**src/rtl/note_seq_pkg.sv**
```systemverilog
// Shared state type, score-word field layout and note decoding for the note sequencer.
package note_seq_pkg;

  typedef enum logic [1:0] {
    IDLE = 2'd0,
    PLAY = 2'd1,
    GAP  = 2'd2
  } seq_state_e;

  localparam int DUR_MSB  = 15;
  localparam int DUR_LSB  = 8;
  localparam int NOTE_MSB = 7;
  localparam int NOTE_LSB = 0;

  localparam logic [3:0] SEMITONE_MAX = 4'd12;
  localparam logic [2:0] OCTAVE_MAX   = 3'd4;

  // Semitone 0 is a rest; codes above SEMITONE_MAX are silent but still timed.
  function automatic logic isSounding(input logic [7:0] code);
    return (code[3:0] != 4'd0) && (code[3:0] <= SEMITONE_MAX);
  endfunction

endpackage

```
**src/rtl/note_fifo.sv**
```systemverilog
// Score-word FIFO with synchronous flush; writes while full are dropped and flagged as a sticky overflow.
module note_fifo #(
  parameter int DEPTH = 16,
  parameter int WIDTH = 16
) (
  input  logic                     clk_i,
  input  logic                     reset_i,
  input  logic                     flush_i,
  input  logic                     wr_en_i,
  input  logic [WIDTH-1:0]         wr_data_i,
  input  logic                     rd_en_i,
  output logic [WIDTH-1:0]         rd_data_o,
  output logic                     full_o,
  output logic                     empty_o,
  output logic [$clog2(DEPTH):0]   level_o,
  output logic                     overflow_o
);

  localparam int AW = $clog2(DEPTH);
  localparam int LW = AW + 1;

  logic [WIDTH-1:0] mem_q [DEPTH];
  logic [AW-1:0]    wrPtr_q, rdPtr_q;
  logic [LW-1:0]    level_q;
  logic             overflow_q;
  logic             doPush, doPop;

  assign full_o     = (level_q == LW'(DEPTH));
  assign empty_o    = (level_q == '0);
  assign level_o    = level_q;
  assign overflow_o = overflow_q;
  assign rd_data_o  = mem_q[rdPtr_q];

  // The full check uses the registered level, so a pop in the same cycle cannot make room.
  assign doPush = wr_en_i && !full_o && !flush_i;
  assign doPop  = rd_en_i && !empty_o && !flush_i;

  always_ff @(posedge clk_i) begin
    if (doPush) mem_q[wrPtr_q] <= wr_data_i;
  end

  always_ff @(posedge clk_i) begin
    if (reset_i || flush_i) begin
      wrPtr_q    <= '0;
      rdPtr_q    <= '0;
      level_q    <= '0;
      overflow_q <= 1'b0;
    end else begin
      if (doPush) wrPtr_q <= wrPtr_q + AW'(1);
      if (doPop)  rdPtr_q <= rdPtr_q + AW'(1);
      case ({doPush, doPop})
        2'b10:   level_q <= level_q + LW'(1);
        2'b01:   level_q <= level_q - LW'(1);
        default: level_q <= level_q;
      endcase
      if (wr_en_i && full_o) overflow_q <= 1'b1;
    end
  end

endmodule

```
**src/rtl/note_sequencer.sv**
```systemverilog
// Score playback engine driving the synthesizer note interface from a FIFO of packed score words.
// Build option NOTE_SEQ_GAP_EN inserts a GAP_TICKS silence after every word; without it words play legato.
module note_sequencer
  import note_seq_pkg::*;
#(
  parameter int DEPTH     = 16,
  parameter int TICK_DIV  = 500000,
  parameter int GAP_TICKS = 2
) (
  input  logic                   clk_i,
  input  logic                   reset_i,
  input  logic                   wr_en_i,
  input  logic [15:0]            wr_data_i,
  input  logic                   start_i,
  input  logic                   stop_i,
  input  logic                   pause_i,
  input  logic [1:0]             volume_i,
  output logic [7:0]             note_o,
  output logic                   playing_o,
  output logic [1:0]             volume_o,
  output logic                   busy_o,
  output logic                   note_done_o,
  output logic                   fifo_full_o,
  output logic                   fifo_empty_o,
  output logic [$clog2(DEPTH):0] fifo_level_o,
  output logic                   overflow_o
);

  localparam int TW = $clog2(TICK_DIV);
  localparam logic [TW-1:0] TICK_RELOAD = TW'(TICK_DIV - 1);

  if ((DEPTH < 2) || ((DEPTH & (DEPTH - 1)) != 0) || (TICK_DIV < 2) || (GAP_TICKS < 1)) begin : g_bad_param
    $error("note_sequencer: illegal parameter combination");
  end

  seq_state_e    state_q;
  logic [TW-1:0] tickCnt_q;
  logic [7:0]    durCnt_q;
  logic [7:0]    note_q;
  logic [1:0]    volume_q;
  logic          sound_q;

  logic [15:0]   headWord;
  logic [7:0]    headDur, headNote;
  logic          lastCycle, playEnd, advance, startLoad, nextLoad, pop;

  note_fifo #(.DEPTH(DEPTH), .WIDTH(16)) u_fifo (
    .clk_i      (clk_i),
    .reset_i    (reset_i),
    .flush_i    (stop_i),
    .wr_en_i    (wr_en_i),
    .wr_data_i  (wr_data_i),
    .rd_en_i    (pop),
    .rd_data_o  (headWord),
    .full_o     (fifo_full_o),
    .empty_o    (fifo_empty_o),
    .level_o    (fifo_level_o),
    .overflow_o (overflow_o)
  );

  assign headDur  = headWord[DUR_MSB:DUR_LSB];
  assign headNote = headWord[NOTE_MSB:NOTE_LSB];

  // Both counters count down and freeze while paused; the last cycle is tick 0 of the final tick.
  assign lastCycle = (tickCnt_q == '0) && (durCnt_q == 8'd1) && !pause_i;
  assign playEnd   = (state_q == PLAY) && lastCycle;
`ifdef NOTE_SEQ_GAP_EN
  localparam logic [7:0] GAP_LOAD = 8'(GAP_TICKS);
  assign advance   = (state_q == GAP) && lastCycle;
`else
  assign advance   = playEnd;
`endif
  assign startLoad = (state_q == IDLE) && start_i && !fifo_empty_o;
  assign nextLoad  = advance && !fifo_empty_o;
  assign pop       = !stop_i && (startLoad || nextLoad);

  assign note_o      = note_q;
  assign volume_o    = volume_q;
  assign playing_o   = sound_q && !pause_i;
  assign busy_o      = (state_q != IDLE);
  assign note_done_o = playEnd;

  always_ff @(posedge clk_i) begin
    if (reset_i) begin
      state_q   <= IDLE;
      tickCnt_q <= '0;
      durCnt_q  <= '0;
      note_q    <= '0;
      volume_q  <= '0;
      sound_q   <= 1'b0;
    end else if (stop_i) begin
      state_q   <= IDLE;
      tickCnt_q <= '0;
      durCnt_q  <= '0;
      note_q    <= '0;
      sound_q   <= 1'b0;
    end else if (pop) begin
      if (headDur == 8'd0) begin
        state_q <= IDLE;
        note_q  <= '0;
        sound_q <= 1'b0;
      end else begin
        state_q   <= PLAY;
        tickCnt_q <= TICK_RELOAD;
        durCnt_q  <= headDur;
        note_q    <= headNote;
        volume_q  <= volume_i;
        sound_q   <= isSounding(headNote);
      end
    end else if (playEnd) begin
`ifdef NOTE_SEQ_GAP_EN
      state_q   <= GAP;
      tickCnt_q <= TICK_RELOAD;
      durCnt_q  <= GAP_LOAD;
      sound_q   <= 1'b0;
`else
      state_q   <= IDLE;
      note_q    <= '0;
      sound_q   <= 1'b0;
`endif
    end else if (advance) begin
      state_q <= IDLE;
      note_q  <= '0;
      sound_q <= 1'b0;
    end else if ((state_q != IDLE) && !pause_i) begin
      if (tickCnt_q == '0) begin
        tickCnt_q <= TICK_RELOAD;
        durCnt_q  <= durCnt_q - 8'd1;
      end else begin
        tickCnt_q <= tickCnt_q - TW'(1);
      end
    end
  end

endmodule

```
**config.mk**
```make
export PLATFORM = sky130hd
export DESIGN_NAME = note_sequencer
export DESIGN_NICKNAME = d
export VERILOG_FILES = /design/src/rtl/note_seq_pkg.sv /design/src/rtl/note_fifo.sv /design/src/rtl/note_sequencer.sv
export SDC_FILE = /design/constraint.sdc
export NUM_CORES = 1
export LEC_CHECK = 0
export ABC_AREA = 1
export CAP_MARGIN = 20
export CORE_AREA = 8 8 193 195
export DETAILED_ROUTE_END_ITERATION = 16
export DIE_AREA = 0 0 201 203
export GPL_TIMING_DRIVEN = 0
export PLACE_DENSITY_LB_ADDON = 0.12
export SLEW_MARGIN = 20
export SYNTH_ARGS = -nofsm -noshare
export SYNTH_HDL_FRONTEND = slang
export SYNTH_SLANG_ARGS = --single-unit
```
**constraint.sdc**
```tcl
create_clock -name clk_i -period 3.15 [get_ports clk_i]
set_clock_uncertainty 0.05 [all_clocks]
set_input_delay 0.4725 -clock clk_i [delete_from_list [all_inputs] [get_ports clk_i]]
set_output_delay 0.4725 -clock clk_i [all_outputs]
set_load 0.01 [all_outputs]
```
==> impl_summary.md <==
CTS
The H-tree was split into 2 levels. TritonCTS built the clock tree. The clock buffer count from CTS is 36. The longest clock path from root to sink contains 3 buffers.

The source-to-sink clock delay at the later pin of the worst-skew pair is 530 ps. CTS placed an instance of sky130_fd_sc_hd__clkbuf_16 at the clock tree root. The hold buffer count at CTS is 0. Clock-pin slew was measured on the worst setup and hold paths at 60 ps. The clock sink count is 313.

Cells and area
The share of final-layout standard cells stronger than drive strength 1 is 10.9%. Relative to the synthesized area, the layout overhead comes to 18.0%. The number of nets in the final layout is 1370. The final instance area is 0.0159 sq mm. The storage element area is 0.00883 sq mm. The antenna cell count is 0. The multi-input gate area in the final layout is 0.00411 sq mm. The filler cell count is 3193.

Power and ir drop
The worst vdd rail ir drop is 0.340 mV. The clock network burns 44.5% of the power. Overall power consumption after layout is estimated at 9.22 mW. Internal power comes to 7.16 mW. The analysis attributes to net switching a power of 2.06 mW. For this design the ratio of total power to cell area is 581 mW/mm^2. In this run, the combinational gates consume 6.4% of the power. The part of the power in registers is 49.1%. The switching share of power is 22.3%. The analysis attributes to cell leakage a power of 5.53 nW.

Drt
The average wire per cell in the routed design is 20.5 microns. The via count normalized by instance count is 5.24. The routed via count is 9508. The count of nets left with antenna violations once routing finished came out at 0. The first routing iteration left 656 violations. The remaining routing DRC violations is 0.

The routed wire length is 37200 microns. The first detailed-routing pass took 5 iterations.

Die
From bottom edge to top edge, the die measures 203 microns. The floorplan die area is 0.0408 sq mm. After floorplanning, the core was sized to cover 0.0341 sq mm.

In this run the count of I/O pins placed on the die edge is 45. The die span in x is 201 microns. The initial core utilization is 39.4%. The floorplan row count is 68.

Placement
The detailed-placement wirelength estimate is 23500 microns. Routability-driven placement finished with a final weighted congestion of 0.837. After detailed placement, the total cell area comes to 0.0147 sq mm. Buffers placed on the I/O ports in this run total 44. OpenSTA, run right after detailed placement, puts the worst setup slack at -774 ps.

Synthesis
The number of different library cells in the post-synthesis netlist is 39. Counting flops with an async set or reset pin after synthesis yields a share of 0%. The post-synthesis instance total is 1248. The number of synthesized flops with an enable pin is 256. The number of nets in the synthesized netlist is 1284.

The most used flip-flop cell after synthesis is sky130_fd_sc_hd__edfxtp_1. After synthesis, the mean cell area works out to 10.8 sq um. The part of the Yosys area used for sequential elements is 65.7%. The register bit total from synthesis is 313. The synthesis warning total is 0. The mapped netlist covers 0.0134 sq mm.

GRT
The overall fraction of global-route tracks in use is 18.1%. The via count of the first global-routing pass is 9436. The global-route wire length before repair is 57000 microns. The initial antenna violation count is 0. The sum of overflow across all layers after global routing is 0. The largest net degree at the start of global routing is 17.

Critical path
The setup path with the least slack is of type reg2reg. Across all register-to-register paths, the minimum setup slack is 210 ps. The worst setup path is captured at a flop.

The logic depth of the worst setup path including buffers is 12. The end point of the critical path is note_o[7]. Walking the worst path, the cells encountered are buf_2 > inv_1 > clkbuf_2 > nand3_1 > nand2_1 > nor2_2 > nand2_2 > nor2_2 > nor2_1 > buf_2 > nand3_1 > a21oi_1. At the worst endpoint, the arrival time is 3340 ps. The sort of element at the start of the critical path is a flop. STA puts the critical path data required time at 3540 ps. Of all nets on the critical path, the largest fanout is 10.

On the worst path, the slowest cell contributes a delay of 420 ps. The end of the worst register-to-register path is note_o[7]. The dominant delay contributor by cell family on the critical path is buffers and inverters.

The slowest stage of the critical path belongs to the cell sky130_fd_sc_hd__clkbuf_2. The number of buffer and inverter instances along the worst setup path is 4. The number of cells traversed by the worst register-to-register path is 12.

STA
The final worst-path setup slack is 206 ps. The worst path needs 2940 ps of the cycle, external delays included. Static timing analysis puts the maximum clock frequency at 340 MHz. The number of hold-slack violations in the final timing report is 0. The total of endpoints with negative setup slack in the final report is 0. At the pin with the least slew margin, the transition time is 825 ps.

The headroom to the max-slew limit is 45.0%. Setup repair after global routing left no endpoint under its margin. Dividing the final minimum period by the clock period gives 93.5%. The number of max-slew violations in the final report came to 0.

Worst hold path
The class of the most critical hold timing path is reg2reg.

Status
The flow ran to the end, and the final reports show no timing, DRC or antenna violations.

Flow run
Across the run, the number of max-cap violations was 0.
-- layout by cell type (no fill, tap or decap), types with 2 or more instances in the layout --
cell type                           n
sky130_fd_sc_hd__nor2_4            16
sky130_fd_sc_hd__and3_1             2
sky130_fd_sc_hd__nand2_1          155
sky130_fd_sc_hd__nand3_2            2
sky130_fd_sc_hd__inv_6              2
sky130_fd_sc_hd__nand4_1           16
sky130_fd_sc_hd__a21oi_1           47
sky130_fd_sc_hd__nand3_1           72
sky130_fd_sc_hd__nor4_1             2
sky130_fd_sc_hd__clkinv_1           7
sky130_fd_sc_hd__inv_1             61
sky130_fd_sc_hd__nor2_1           211
sky130_fd_sc_hd__clkinv_2           4
sky130_fd_sc_hd__clkbuf_1          31
sky130_fd_sc_hd__clkbuf_8           2
sky130_fd_sc_hd__buf_4              5
sky130_fd_sc_hd__ha_1              11
sky130_fd_sc_hd__buf_16             4
sky130_fd_sc_hd__o21ai_2            5
sky130_fd_sc_hd__xor2_1            19
sky130_fd_sc_hd__buf_2             23
sky130_fd_sc_hd__o21ai_1           19
sky130_fd_sc_hd__dfxtp_1           57
sky130_fd_sc_hd__clkbuf_16         37
sky130_fd_sc_hd__nand2_2            4
sky130_fd_sc_hd__edfxtp_1         256
sky130_fd_sc_hd__clkdlybuf4s50_1   44
sky130_fd_sc_hd__xnor2_1            4
sky130_fd_sc_hd__buf_1              2
sky130_fd_sc_hd__o211ai_1          35
sky130_fd_sc_hd__clkbuf_2           2
sky130_fd_sc_hd__a32o_1             3
sky130_fd_sc_hd__o21ai_0          113
sky130_fd_sc_hd__o221ai_1           9
sky130_fd_sc_hd__buf_6             12
sky130_fd_sc_hd__nor2_2            12
sky130_fd_sc_hd__inv_2              6
sky130_fd_sc_hd__bufinv_16          3
sky130_fd_sc_hd__nor3_1            14
sky130_fd_sc_hd__o22ai_1           20
-- worst min-delay path by stage --
stage | startpoint | endpoint | depth (start not counted)
2_1_floorplan | sound_q | sound_q | 2
3_3_place_gp | u_fifo.overflow_o | u_fifo.overflow_o | 2
3_5_place_dp | u_fifo.overflow_o | u_fifo.overflow_o | 2
4_1_cts | sound_q | sound_q | 2
5_1_grt | sound_q | sound_q | 2
6_report | u_fifo.overflow_o | u_fifo.overflow_o | 2
-- worst register-to-register path, cell delays in order (launching register included) --
cell	delay (ps)
sky130_fd_sc_hd__dfxtp_1	290
sky130_fd_sc_hd__buf_2	180
sky130_fd_sc_hd__inv_1	300
sky130_fd_sc_hd__clkbuf_2	430
sky130_fd_sc_hd__nand3_1	180
sky130_fd_sc_hd__nand2_1	220
sky130_fd_sc_hd__nor2_2	60
sky130_fd_sc_hd__nand2_2	100
sky130_fd_sc_hd__nor2_2	60
sky130_fd_sc_hd__nor2_1	310
sky130_fd_sc_hd__buf_2	370
sky130_fd_sc_hd__nand3_1	190
sky130_fd_sc_hd__a21oi_1	150
-- registers in the layout (all words and copies together), names as in the netlist, named ones only --
| register | cells |
|---|---|
| state_q | 1 |
| durCnt_q | 8 |
| u_fifo.mem_q | 256 |
| tickCnt_q | 19 |
| u_fifo.level_o | 5 |
| sound_q | 1 |
| u_fifo.overflow_o | 1 |
| u_fifo.rdPtr_q | 4 |
| u_fifo.wrPtr_q | 4 |
| note_o | 8 |
| volume_o | 2 |
-- stage by stage --
stage / setup TNS [ps] / hold WS [ps] / util, % / instances
6_report: 0 / 414 / 46.5 / 1816
2_1_floorplan: 0 / 394 / - / 1248
4_1_cts: 0 / 419 / 46.4 / 1816
3_5_place_dp: -3250 / 405 / 43.0 / 1751
3_3_place_gp: -169240 / 401 / 42.4 / 1747
5_1_grt: 0 / 440 / 46.5 / 1816
-- repair_timing --
item | CTS | global route
pin swaps | 0 | 0
gates resized for setup | 3 | 6
setup buffers | 1 | 0
gates cloned | 0 | 0
endpoints found under the setup margin | 11 | 7
-- power groups by stage --
stage	clock, mW	sequential [mW]	combinational [mW]
after floorplan	0	4.61	0.362
after global placement	0	4.61	0.586
after detailed placement	0	4.61	0.591
after CTS	4.17	4.52	0.595
after global routing	4.33	4.52	0.668
final	4.10	4.52	0.592
-- layer usage --
| layer | vias up | track usage, % | part of all wire, % |
|---|---|---|---|
| li1 | 4586 | - | - |
| met1 | 4581 | 24.1 | 44 |
| met2 | 277 | 29.8 | 47 |
| met3 | 64 | 3.01 | 6.0 |
| met4 | 0 | 6.20 | 2.8 |
| met5 | - | 0 | 0 |
-- synth_stat cells (2+ instances only) --
library cell	n	area, sq um
sky130_fd_sc_hd__edfxtp_1	256	7690
sky130_fd_sc_hd__o21ai_2	5	43.8
sky130_fd_sc_hd__dfxtp_1	57	1140
sky130_fd_sc_hd__nor4_1	2	12.5
sky130_fd_sc_hd__nand4_1	16	100
sky130_fd_sc_hd__inv_1	62	233
sky130_fd_sc_hd__a32o_1	3	30.0
sky130_fd_sc_hd__o22ai_1	20	125
sky130_fd_sc_hd__buf_1	2	7.51
sky130_fd_sc_hd__xor2_1	20	175
sky130_fd_sc_hd__nor2_2	12	75.1
sky130_fd_sc_hd__buf_4	4	30.0
sky130_fd_sc_hd__clkinv_1	2	7.51
sky130_fd_sc_hd__buf_6	12	135
sky130_fd_sc_hd__o211ai_1	35	263
sky130_fd_sc_hd__ha_1	12	150
sky130_fd_sc_hd__nand2_1	156	586
sky130_fd_sc_hd__nand2_2	3	18.8
sky130_fd_sc_hd__buf_2	24	120
sky130_fd_sc_hd__and3_1	2	12.5
sky130_fd_sc_hd__a21oi_1	47	235
sky130_fd_sc_hd__nor3_1	14	70.1
sky130_fd_sc_hd__clkbuf_1	22	82.6
sky130_fd_sc_hd__o221ai_1	9	78.8
sky130_fd_sc_hd__o21ai_1	19	95.1
sky130_fd_sc_hd__xnor2_1	4	35.0
sky130_fd_sc_hd__nor2_1	227	852
sky130_fd_sc_hd__o21ai_0	113	566
sky130_fd_sc_hd__nand3_1	73	365
sky130_fd_sc_hd__inv_2	6	22.5
-- final cells by class --
class | count | area share, %
Multi-Input combinational cell | 800 | 25.9
Clock buffer | 50 | 6.27
Inverter | 70 | 1.67
Clock inverter | 15 | 0.971
Buffer | 64 | 2.40
Timing Repair Buffer | 49 | 3.52
Tap cell | 455 | 3.59
Sequential cell | 313 | 55.7
-- cell families (layout without fill, tap and decap cells) --
group	count (synthesis)	count (layout)	synth area share (%)
simple gates	510	510	15.9
flops	313	313	65.7
compound gates	254	254	11.0
buf+inv	135	248	4.80
xor+xnor	24	24	1.56
fa+ha+maj	12	12	1.12
Power figures use the tool's default switching activity.
